===== src/rtl/clz_restore_if.sv =====
// Handshake and data bundle for the clz_restore denormalizer.
// master: the requester (drives start/norm_in/shift_amt).
// slave:  the denormalizer (drives busy/done/data_out/err/sticky).
interface clz_restore_if #(
    parameter int WIDTH = 32,
    parameter int CNT_W = 6
);
    logic             start;
    logic [WIDTH-1:0] norm_in;
    logic [CNT_W-1:0] shift_amt;
    logic             busy;
    logic             done;
    logic [WIDTH-1:0] data_out;
    logic             err;
    logic             sticky;

    modport master (
        output start, norm_in, shift_amt,
        input  busy, done, data_out, err, sticky
    );

    modport slave (
        input  start, norm_in, shift_amt,
        output busy, done, data_out, err, sticky
    );
endinterface


===== src/rtl/clz_restore.sv =====
// clz_restore: multi-cycle denormalizer, data_out = norm_in >> shift_amt.
// Shifts COARSE bits per cycle while enough count remains, then single bits.
// Optional feature macro: CLZ_RESTORE_STICKY_EN builds the sticky OR of all
// discarded bits; without it sticky is tied low.
module clz_restore #(
    parameter int WIDTH  = 32,
    parameter int CNT_W  = 6,
    parameter int COARSE = 8
) (
    input  logic         clk,
    input  logic         rst,
    clz_restore_if.slave bus
);
    localparam logic [CNT_W-1:0] WIDTH_C  = CNT_W'(WIDTH);
    localparam logic [CNT_W-1:0] COARSE_C = CNT_W'(COARSE);

    typedef enum logic [1:0] {
        IDLE  = 2'd0,
        SHIFT = 2'd1,
        DONE  = 2'd2
    } state_t;

    state_t           state_reg;
    logic [WIDTH-1:0] data_reg;
    logic [CNT_W-1:0] rem_reg;
    logic             busy_reg;
    logic             done_reg;
    logic             err_reg;

    logic             use_coarse;
    logic [WIDTH-1:0] data_next;
    logic [CNT_W-1:0] rem_next;
    logic             over_range;
    logic [CNT_W-1:0] rem_load;
    logic             accept;

    // Next shift step and clamped load count for a new request.
    always_comb begin
        use_coarse = (rem_reg >= COARSE_C);
        data_next  = data_reg >> 1;
        rem_next   = rem_reg - CNT_W'(1);
        if (use_coarse) begin
            data_next = data_reg >> COARSE;
            rem_next  = rem_reg - COARSE_C;
        end
        over_range = (bus.shift_amt > WIDTH_C);
        rem_load   = over_range ? WIDTH_C : bus.shift_amt;
        accept     = bus.start && ((state_reg == IDLE) || (state_reg == DONE));
    end

    // Control FSM with registered busy/done, plus the working data register.
    always_ff @(posedge clk or posedge rst) begin
        if (rst) begin
            state_reg <= IDLE;
            data_reg  <= '0;
            rem_reg   <= '0;
            busy_reg  <= 1'b0;
            done_reg  <= 1'b0;
            err_reg   <= 1'b0;
        end else begin
            case (state_reg)
                IDLE, DONE: begin
                    busy_reg <= 1'b0;
                    done_reg <= 1'b0;
                    if (accept) begin
                        data_reg <= bus.norm_in;
                        rem_reg  <= rem_load;
                        err_reg  <= over_range;
                        if (rem_load == '0) begin
                            state_reg <= DONE;
                            done_reg  <= 1'b1;
                        end else begin
                            state_reg <= SHIFT;
                            busy_reg  <= 1'b1;
                        end
                    end else begin
                        state_reg <= IDLE;
                    end
                end
                SHIFT: begin
                    data_reg <= data_next;
                    rem_reg  <= rem_next;
                    if (rem_next == '0) begin
                        state_reg <= DONE;
                        busy_reg  <= 1'b0;
                        done_reg  <= 1'b1;
                    end
                end
                default: begin
                    state_reg <= IDLE;
                    busy_reg  <= 1'b0;
                    done_reg  <= 1'b0;
                end
            endcase
        end
    end

`ifdef CLZ_RESTORE_STICKY_EN
    logic sticky_reg;
    logic lost_bits;

    // Bits falling off the LSB end during the current shift step.
    always_comb begin
        lost_bits = use_coarse ? (|data_reg[COARSE-1:0]) : data_reg[0];
    end

    // Sticky accumulates discarded bits; cleared on each accepted request.
    always_ff @(posedge clk or posedge rst) begin
        if (rst) begin
            sticky_reg <= 1'b0;
        end else if (accept) begin
            sticky_reg <= 1'b0;
        end else if (state_reg == SHIFT) begin
            sticky_reg <= sticky_reg | lost_bits;
        end
    end

    assign bus.sticky = sticky_reg;
`else
    assign bus.sticky = 1'b0;
`endif

    assign bus.busy     = busy_reg;
    assign bus.done     = done_reg;
    assign bus.data_out = data_reg;
    assign bus.err      = err_reg;
endmodule


===== src/flat_wrapper.sv =====
// flat-port wrapper written by rule: the top's interface ports become plain ports
module clz_restore_flat 
#(
    parameter int WIDTH  = 32,
    parameter int CNT_W  = 6,
    parameter int COARSE = 8
)
  (clk, rst, bus_start, bus_norm_in, bus_shift_amt, bus_busy, bus_done, bus_data_out, bus_err, bus_sticky);
  clz_restore_if #(.WIDTH(WIDTH), .CNT_W(CNT_W)) bus_i ();
  input  logic clk;
  input  logic rst;
  input wire logic [$bits(bus_i.start)-1:0] bus_start;
  input wire logic [$bits(bus_i.norm_in)-1:0] bus_norm_in;
  input wire logic [$bits(bus_i.shift_amt)-1:0] bus_shift_amt;
  output wire logic [$bits(bus_i.busy)-1:0] bus_busy;
  output wire logic [$bits(bus_i.done)-1:0] bus_done;
  output wire logic [$bits(bus_i.data_out)-1:0] bus_data_out;
  output wire logic [$bits(bus_i.err)-1:0] bus_err;
  output wire logic [$bits(bus_i.sticky)-1:0] bus_sticky;
  assign bus_i.start = bus_start;
  assign bus_i.norm_in = bus_norm_in;
  assign bus_i.shift_amt = bus_shift_amt;
  assign bus_busy = bus_i.busy;
  assign bus_done = bus_i.done;
  assign bus_data_out = bus_i.data_out;
  assign bus_err = bus_i.err;
  assign bus_sticky = bus_i.sticky;
  clz_restore #(.WIDTH(WIDTH), .CNT_W(CNT_W), .COARSE(COARSE)) u_core (.clk(clk), .rst(rst), .bus(bus_i));
endmodule

===== config.mk =====
export PLATFORM = sky130hd
export DESIGN_NAME = clz_restore_flat
export DESIGN_NICKNAME = d
export VERILOG_FILES = /design/src/rtl/clz_restore_if.sv /design/src/rtl/clz_restore.sv /design/src/flat_wrapper.sv
export SDC_FILE = /design/constraint.sdc
export NUM_CORES = 1
export LEC_CHECK = 0
export ABC_AREA = 1
export CAP_MARGIN = 30
export CORE_ASPECT_RATIO = 1.75
export CORE_MARGIN = 10
export CORE_UTILIZATION = 45
export CTS_CLUSTER_SIZE = 10
export DETAILED_ROUTE_END_ITERATION = 8
export GPL_TIMING_DRIVEN = 0
export MAX_ROUTING_LAYER = met4
export PLACE_DENSITY = 0.78
export SETUP_SLACK_MARGIN = 0.15
export SYNTH_ARGS = -nofsm -noshare
export SYNTH_HDL_FRONTEND = slang
export SYNTH_SLANG_ARGS = --single-unit

===== constraint.sdc =====
create_clock -name clk -period 3.2 [get_ports clk]
set_clock_uncertainty 0.15 [all_clocks]
set_input_delay 0.48 -clock clk [delete_from_list [all_inputs] [get_ports clk]]
set_output_delay 0.48 -clock clk [all_outputs]
set_load 0.01 [all_outputs]

==> results of run 1 <==
[metal layers]
layer,part of all wire (%),GRT usage (%),wire [um]
met2,52,33.28,4090
met5,0,-,0
met3,5.5,3.827,427
met1,39,19.43,3077
met4,2.7,7.107,210
[synthesized netlist by cell type (2+ instances only)]
| cell | instances | area (um2) |
|---|---|---|
| sky130_fd_sc_hd__nand4_1 | 2 | 12.51 |
| sky130_fd_sc_hd__nand2_2 | 4 | 25.02 |
| sky130_fd_sc_hd__nand2_1 | 57 | 214.0 |
| sky130_fd_sc_hd__ha_1 | 4 | 50.05 |
| sky130_fd_sc_hd__dfrtp_1 | 42 | 1051 |
| sky130_fd_sc_hd__o21ai_1 | 13 | 65.06 |
| sky130_fd_sc_hd__buf_2 | 5 | 25.02 |
| sky130_fd_sc_hd__o221ai_1 | 4 | 35.03 |
| sky130_fd_sc_hd__o21ai_0 | 41 | 205.2 |
| sky130_fd_sc_hd__o22ai_1 | 6 | 37.54 |
| sky130_fd_sc_hd__buf_4 | 5 | 37.54 |
| sky130_fd_sc_hd__clkbuf_1 | 6 | 22.52 |
| sky130_fd_sc_hd__a21oi_1 | 33 | 165.2 |
| sky130_fd_sc_hd__nor2_1 | 58 | 217.7 |
| sky130_fd_sc_hd__nand3_1 | 13 | 65.06 |
| sky130_fd_sc_hd__clkbuf_2 | 2 | 10.01 |
| sky130_fd_sc_hd__inv_2 | 2 | 7.510 |
| sky130_fd_sc_hd__nor2_2 | 2 | 12.51 |
| sky130_fd_sc_hd__inv_1 | 14 | 52.55 |
[path summary, 6_finish.rpt]
check,from,to,depth (start not counted)
max in group asynchronous,rst,u_core.rem_reg[3],2
min reg2reg,u_core.bus.err,u_core.bus.err,2
min in group asynchronous,rst,u_core.bus.data_out[27],2
min,u_core.bus.err,u_core.bus.err,2
max,u_core.bus.data_out[12],bus_data_out[12],1
max reg2reg,u_core.rem_reg[4],u_core.bus.data_out[9],8
[report_power, final]
part           internal (mW)  total [mW]  switching [mW]  leakage, nW
Sequential             0.790        1.04           0.247        0.523
Clock                  0.154       0.350           0.196       0.0452
Combinational          0.960        2.24            1.28        0.861
[logic make-up after synthesis]
| logic type | share of synthesized area (%) |
|---|---|
| adder cells (fa/ha/maj) | 2.102 |
| flip-flops | 44.14 |
| AO/OA/AOI/OAI | 22.02 |
| other | 0.1575 |
| buffers and inverters | 7.146 |
| AND/OR/NAND/NOR | 24.43 |
[final cells by class]
| class | count | area (um2) |
|---|---|---|
| tap | 55 | 68.82 |
| timing repair buffer | 75 | 750.7 |
| clock inverter | 2 | 13.76 |
| sequential | 42 | 1051 |
| buffer | 20 | 110.1 |
| fill | 474 | 1924 |
| multi-input combinational | 244 | 1160 |
| clock buffer | 6 | 72.57 |
| inverter | 16 | 60.06 |
[metrics by stage]
| stage | setup WS, ns | hold WS, ns | instance area (um2) | power, mW | std cells |
|---|---|---|---|---|---|
| global placement | 0.6820 | 0.3201 | 3201 | 3.239 | 452 |
| floorplan | 1.596 | 0.3687 | 2381 | 2.389 | 322 |
| CTS | 1.236 | 0.3536 | 3287 | 3.636 | 460 |
| finish | 1.236 | 0.3521 | 3287 | 3.628 | 460 |
| detailed placement | 0.9585 | 0.3330 | 3201 | 3.276 | 452 |
| global route | 1.097 | 0.3840 | 3287 | 3.945 | 460 |
==> insert_results.sql, run 1 <==
INSERT INTO impl_metrics (metric_group, metric, value, unit) VALUES
('status', 'outcome', 'completed', ''),
('critical_path', 'r2r_slack', '1.44', 'ns'),
('sta', 'timing.final.crit_period', '1.964', 'ns'),
('drt', 'drt_iter0_drc', '167', ''),
('global_route', 'antenna_found_initial', '0', ''),
('place', 'globalplace.congestion', '0.8859', ''),
('die', 'die_y', '116.2', 'um'),
('final_layout', 'finalNetCount', '449', ''),
('clock_network', 'cts.clk_slew.worst_paths', '0.08', 'ns'),
('yosys', 'ys_seq_elements', '42', ''),
('clock_network', 'htree_num_levels', '2', ''),
('critical_path', 'path_max_fanout', '4', ''),
('critical_path', 'path_cells', 'clkdlybuf4s50_1', ''),
('yosys', 'yosys_most_used_dff', 'sky130_fd_sc_hd__dfrtp_1', ''),
('drt', 'drt_wl_cell', '16.97', 'um'),
('yosys', 'post_synthesis_async_set_or_reset_flop_share', '100.0', '%'),
('clock_network', 'insertion_delay', '0.30', 'ns'),
('sta', 'accumulated_negative_setup_slack', '0', 'ns'),
('clock_network', 'tritoncts_clock_tree', 'yes', ''),
('clock_network', 'cts_max_path_buffers', '2', ''),
('critical_path', 'setup.worst_path.start_class', 'flip-flop', ''),
('final_layout', 'layout.cells.most_common_list', 'sky130_fd_sc_hd__clkdlybuf4s50_1, sky130_fd_sc_hd__nor2_1, sky130_fd_sc_hd__nand2_1', ''),
('place', 'dp_hpwl', '6005', 'um'),
('sta', 'pin_slew_with_the_least_headroom_to_its_limit', '0.8797', 'ns'),
('yosys', 'share_of_the_yosys_chip_area_belonging_to_registers', '44.14', '%'),
('final_layout', 'post-route-util', '63.07', '%'),
('power_and_ir_drop', 'power_leakage', '1.429', 'nW'),
('yosys', 'synth_area', '2381', 'um2'),
('yosys', 'count_of_flip_flops_with_a_built_in_enable_after_synthesis', '0', ''),
('final_layout', 'largest_reg_flops', '32', ''),
('die', 'die_w', '74.99', 'um'),
('die', 'die-area', '8715', 'um2'),
('global_route', 'grt_overflow_total', '0', ''),
('drt', 'drt_pre_antenna_iters', '5', ''),
('power_and_ir_drop', 'max-vdd-ir-drop', '0.5599', 'mV'),
('die', 'core_area', '5211', 'um2'),
('die', 'initial_utilization', '45.69', '%'),
('sta', 'maxClockFrequency', '509.1', 'MHz'),
('yosys', 'yosys_warn_count', '0', ''),
('yosys', 'gate_count_post_synth', '322', ''),
('clock_network', 'post-cts-setup-buffers', '0', ''),
('job', 'cap_viol_max_count', '0', ''),
('final_layout', 'layout_commonest_cell', 'sky130_fd_sc_hd__clkdlybuf4s50_1', ''),
('clock_network', 'cts_made_buffers', '5', ''),
('critical_path', 'timing.critical_path.max_delay_family', 'buffers and inverters', ''),
('final_layout', 'area_added_between_synthesis_and_finish', '38.05', '%'),
('critical_path', 'biggest_cell_delay_along_the_critical_path', '0.58', 'ns'),
('die', 'io-pin-count', '77', ''),
('sta', 'final_max_slew_viol_count', '0', ''),
('power_and_ir_drop', 'p_per_area', '1104', 'nW/um2'),
('critical_path', 'critical_path.slowest_cell', 'sky130_fd_sc_hd__clkdlybuf4s50_1', ''),
('min_path', 'worst_hold_path_type', 'flip-flop to flip-flop', ''),
('global_route', 'wire_length_of_the_first_global_routing_pass', '12430', 'um'),
('sta', 'timing.max_slew.rel_slack', '41.27', '%'),
('critical_path', 'end_kind', 'output pin', ''),
('drt', 'num_vias', '2516', ''),
('global_route', 'maximum_number_of_pins_on_one_net_before_global_route_repair', '43', ''),
('clock_network', 'numClockSinks', '42', ''),
('clock_network', 'resized_gates_after_cts', '0', ''),
('drt', 'ant_nets', '0', ''),
('clock_network', 'cts-root-buf', 'sky130_fd_sc_hd__clkbuf_8', ''),
('yosys', 'avg_cell_area_syn', '7.395', 'um2'),
('drt', 'drt_wl_total', '7806', 'um'),
('global_route', 'grtUsageTotal', '18.73', '%'),
('place', 'buffer_ports.inserted', '75', ''),
('clock_network', 'holdBufCountCts', '0', ''),
('sta', 'rsz0062_at_grt', 'no', ''),
('sta', 'finalHoldViolations', '0', ''),
('yosys', 'syn_nets', '367', ''),
('final_layout', 'drive_gt1_share', '7.901', '%'),
('critical_path', 'timing.critical_path.required', '2.57', 'ns'),
('critical_path', 'worst_ep_arrival_time', '1.33', 'ns'),
('critical_path', 'critical_path_class', 'flip-flop to output pin', ''),
('sta', 'fin_crit_sh', '61.39', '%'),
('sta', 'finalSetupViolCount', '0', ''),
('drt', 'via_density_per_instance', '5.470', ''),
('yosys', 'netlist-cell-type-count', '28', ''),
('global_route', 'first_global_vias', '2558', ''),
('drt', 'route.detailed.drc', '0', ''),
('critical_path', 'crit_buf_inv', '1', ''),
('final_layout', 'insertedDiodeCount', '0', ''),
('die', 'row_count', '35', '');
(Power assumes the default switching activity.)
==> run 2: changes to the inputs <==
==> constraint.sdc (replaced) <==
create_clock -name clk -period 1.9 [get_ports clk]
set_clock_uncertainty 0.15 [all_clocks]
set_input_delay 0.285 -clock clk [delete_from_list [all_inputs] [get_ports clk]]
set_output_delay 0.285 -clock clk [all_outputs]
set_load 0.01 [all_outputs]
==> insert_results.sql, run 2 (synthesis gave the netlist of run 1 again) <==
INSERT INTO impl_metrics (metric_group, metric, value, unit) VALUES
('global_route', 'grtUsageTotal', '19.06', '%'),
('drt', 'drt_wl_cell', '16.95', 'um'),
('global_route', 'global_route.usage.met3', '3.741', '%'),
('drt', 'drt_wl_total', '8001', 'um'),
('status', 'outcome', 'completed', ''),
('critical_path', 'end_kind', 'output pin', ''),
('clock_network', 'cts.clk_slew.worst_paths', '0.08', 'ns'),
('sta', 'pin_slew_with_the_least_headroom_to_its_limit', '0.8807', 'ns'),
('power_and_ir_drop', 'p_per_area', '1857', 'nW/um2'),
('place', 'detailedPlace.worstSlack', '-0.1465', 'ns'),
('power_and_ir_drop', 'max-vdd-ir-drop', '0.9229', 'mV'),
('final_layout', 'insertedDiodeCount', '0', ''),
('place', 'buffer_ports.inserted', '75', ''),
('drt', 'via_density_per_instance', '5.472', ''),
('global_route', 'maximum_number_of_pins_on_one_net_before_global_route_repair', '43', ''),
('place', 'globalplace.congestion', '0.8859', ''),
('clock_network', 'cts-root-buf', 'sky130_fd_sc_hd__clkbuf_8', ''),
('final_layout', 'largest_reg_flops', '32', ''),
('clock_network', 'insertion_delay', '0.31', 'ns'),
('sta', 'timing.final.crit_period', '1.732', 'ns'),
('drt', 'drt_iter0_drc', '242', ''),
('sta', 'setup_ws', '0.1679', 'ns'),
('die', 'core_area', '5211', 'um2'),
('final_layout', 'drive_gt1_share', '12.71', '%'),
('die', 'io-pin-count', '77', ''),
('drt', 'num_vias', '2583', ''),
('clock_network', 'tritoncts_clock_tree', 'yes', ''),
('final_layout', 'post_route_design_area', '3432', 'um2'),
('clock_network', 'numClockSinks', '42', ''),
('job', 'cap_viol_max_count', '0', ''),
('critical_path', 'path_cells', 'clkdlybuf4s50_1', ''),
('drt', 'ant_nets', '0', ''),
('min_path', 'worst_hold_path_type', 'input pin to asynchronous set/reset pin', ''),
('drt', 'route.detailed.drc', '0', ''),
('global_route', 'grt_use_met1', '19.64', '%'),
('clock_network', 'cts_made_buffers', '5', ''),
('critical_path', 'crit_buf_inv', '1', ''),
('critical_path', 'timing.critical_path.max_delay_family', 'buffers and inverters', ''),
('global_route', 'busiest_layer', 'met2', ''),
('final_layout', 'area_added_between_synthesis_and_finish', '44.14', '%'),
('critical_path', 'worst_ep_arrival_time', '1.30', 'ns'),
('global_route', 'wire_length_of_the_first_global_routing_pass', '12590', 'um'),
('sta', 'maxClockFrequency', '577.3', 'MHz'),
('critical_path', 'setup.worst_path.start_class', 'flip-flop', ''),
('sta', 'whs', '0.3263', 'ns'),
('sta', 'timing.max_slew.rel_slack', '41.20', '%'),
('final_layout', 'fillCellCount', '461', ''),
('power_and_ir_drop', 'totalPowerFinal', '6.375', 'mW'),
('critical_path', 'critical_path_class', 'flip-flop to output pin', ''),
('power_and_ir_drop', 'power_leakage', '1.607', 'nW'),
('critical_path', 'biggest_cell_delay_along_the_critical_path', '0.57', 'ns'),
('final_layout', 'layout_commonest_cell', 'sky130_fd_sc_hd__clkdlybuf4s50_1', ''),
('clock_network', 'htree_num_levels', '2', ''),
('place', 'placement.cell_area', '3201', 'um2'),
('clock_network', 'cts_max_path_buffers', '2', ''),
('die', 'row_count', '35', ''),
('final_layout', 'post-route-util', '65.86', '%'),
('critical_path', 'path_max_fanout', '4', ''),
('place', 'dp_hpwl', '6005', 'um'),
('die', 'die_w', '74.99', 'um'),
('global_route', 'grtUsageMet2', '34.43', '%'),
('clock_network', 'holdBufCountCts', '0', ''),
('die', 'die_y', '116.2', 'um'),
('global_route', 'first_global_vias', '2572', ''),
('final_layout', 'layout.cells.most_common_list', 'sky130_fd_sc_hd__clkdlybuf4s50_1, sky130_fd_sc_hd__nor2_1, sky130_fd_sc_hd__nand2_1', ''),
('sta', 'rsz0062_at_grt', 'yes', ''),
('die', 'initial_utilization', '45.69', '%'),
('sta', 'fin_crit_sh', '91.16', '%'),
('die', 'die-area', '8715', 'um2'),
('drt', 'drt_pre_antenna_iters', '4', ''),
('critical_path', 'timing.critical_path.required', '1.46', 'ns'),
('global_route', 'antenna_found_initial', '0', ''),
('final_layout', 'finalNetCount', '461', ''),
('global_route', 'grt_overflow_total', '0', ''),
('critical_path', 'critical_path.slowest_cell', 'sky130_fd_sc_hd__clkdlybuf4s50_1', ''),
('sta', 'final_max_slew_viol_count', '0', ''),
('sta', 'finalHoldViolations', '0', ''),
('sta', 'finalSetupViolCount', '0', '');
## run 2: metal layers
| layer | part of all wire [%] | vias to the layer above |
|---|---|---|
| li1 | - | 1257 |
| met2 | 53 | 91 |
| met4 | 2.3 | 0 |
| met5 | 0 | - |
| met1 | 39 | 1219 |
| met3 | 5.1 | 16 |
## run 2: where the power goes
part / switching (mW) / internal (mW)
sequential: 0.386 / 1.33
combinational: 2.27 / 1.79
clock: 0.335 / 0.260
total: 2.99 / 3.39
## run 2: path summary, 6_finish.rpt
kind	slack, ns	cells after the start	start	to
worst max register to register	0.22	8	u_core.rem_reg[4]	u_core.bus.data_out[21]
max in group asynchronous	0.66	2	rst	u_core.rem_reg[5]
min in group clk	0.35	2	u_core.bus.err	u_core.bus.err
worst min-delay path	0.33	2	rst	u_core.bus.data_out[27]
worst min register to register	0.35	2	u_core.bus.err	u_core.bus.err
worst max-delay path	0.17	1	u_core.bus.data_out[15]	bus_data_out[15]
## run 2: worst reg2reg max path, delay by kind of cell, from the launching register on
kind / cells / cell delay (ns)
AND/OR/NAND/NOR: 4 / 0.50
flip-flops: 1 / 0.43
buffers and inverters: 2 / 0.30
AO/OA/AOI/OAI: 2 / 0.22
## run 2: what timing repair did
| item | CTS | global route |
|---|---|---|
| setup buffers | 3 | 9 |
| pin swaps | 0 | 2 |
| setup endpoints to repair | 3 | 45 |
| gates resized for setup | 0 | 29 |
## run 2: final cells by class
class,instances,area [um2],share of cell area [%]
Clock buffer,6,72.57,2.114
Multi-Input combinational cell,244,1175,34.23
Clock inverter,2,13.76,0.4010
Inverter,16,60.06,1.750
Timing Repair Buffer,87,860.8,25.08
Tap cell,55,68.82,2.005
Buffer,20,128.9,3.755
Sequential cell,42,1052,30.66
## run 2: metrics by stage
step,TNS (ns),cells
floorplan,0,322
global placement,-20.85,452
detailed placement,-3.114,452
CTS,0,463
global route,0,472
finish,0,472
==> run 3: changes to the inputs <==
--- a/config.mk
+++ b/config.mk
@@ -6,7 +6,7 @@
 export NUM_CORES = 1
 export LEC_CHECK = 0
 export ABC_AREA = 1
-export CAP_MARGIN = 30
+export CAP_MARGIN = 20
 export CORE_ASPECT_RATIO = 1.75
 export CORE_MARGIN = 10
 export CORE_UTILIZATION = 45
==> results of run 3 <==
Final layout, timing and power as in run 2 (identical DEF).
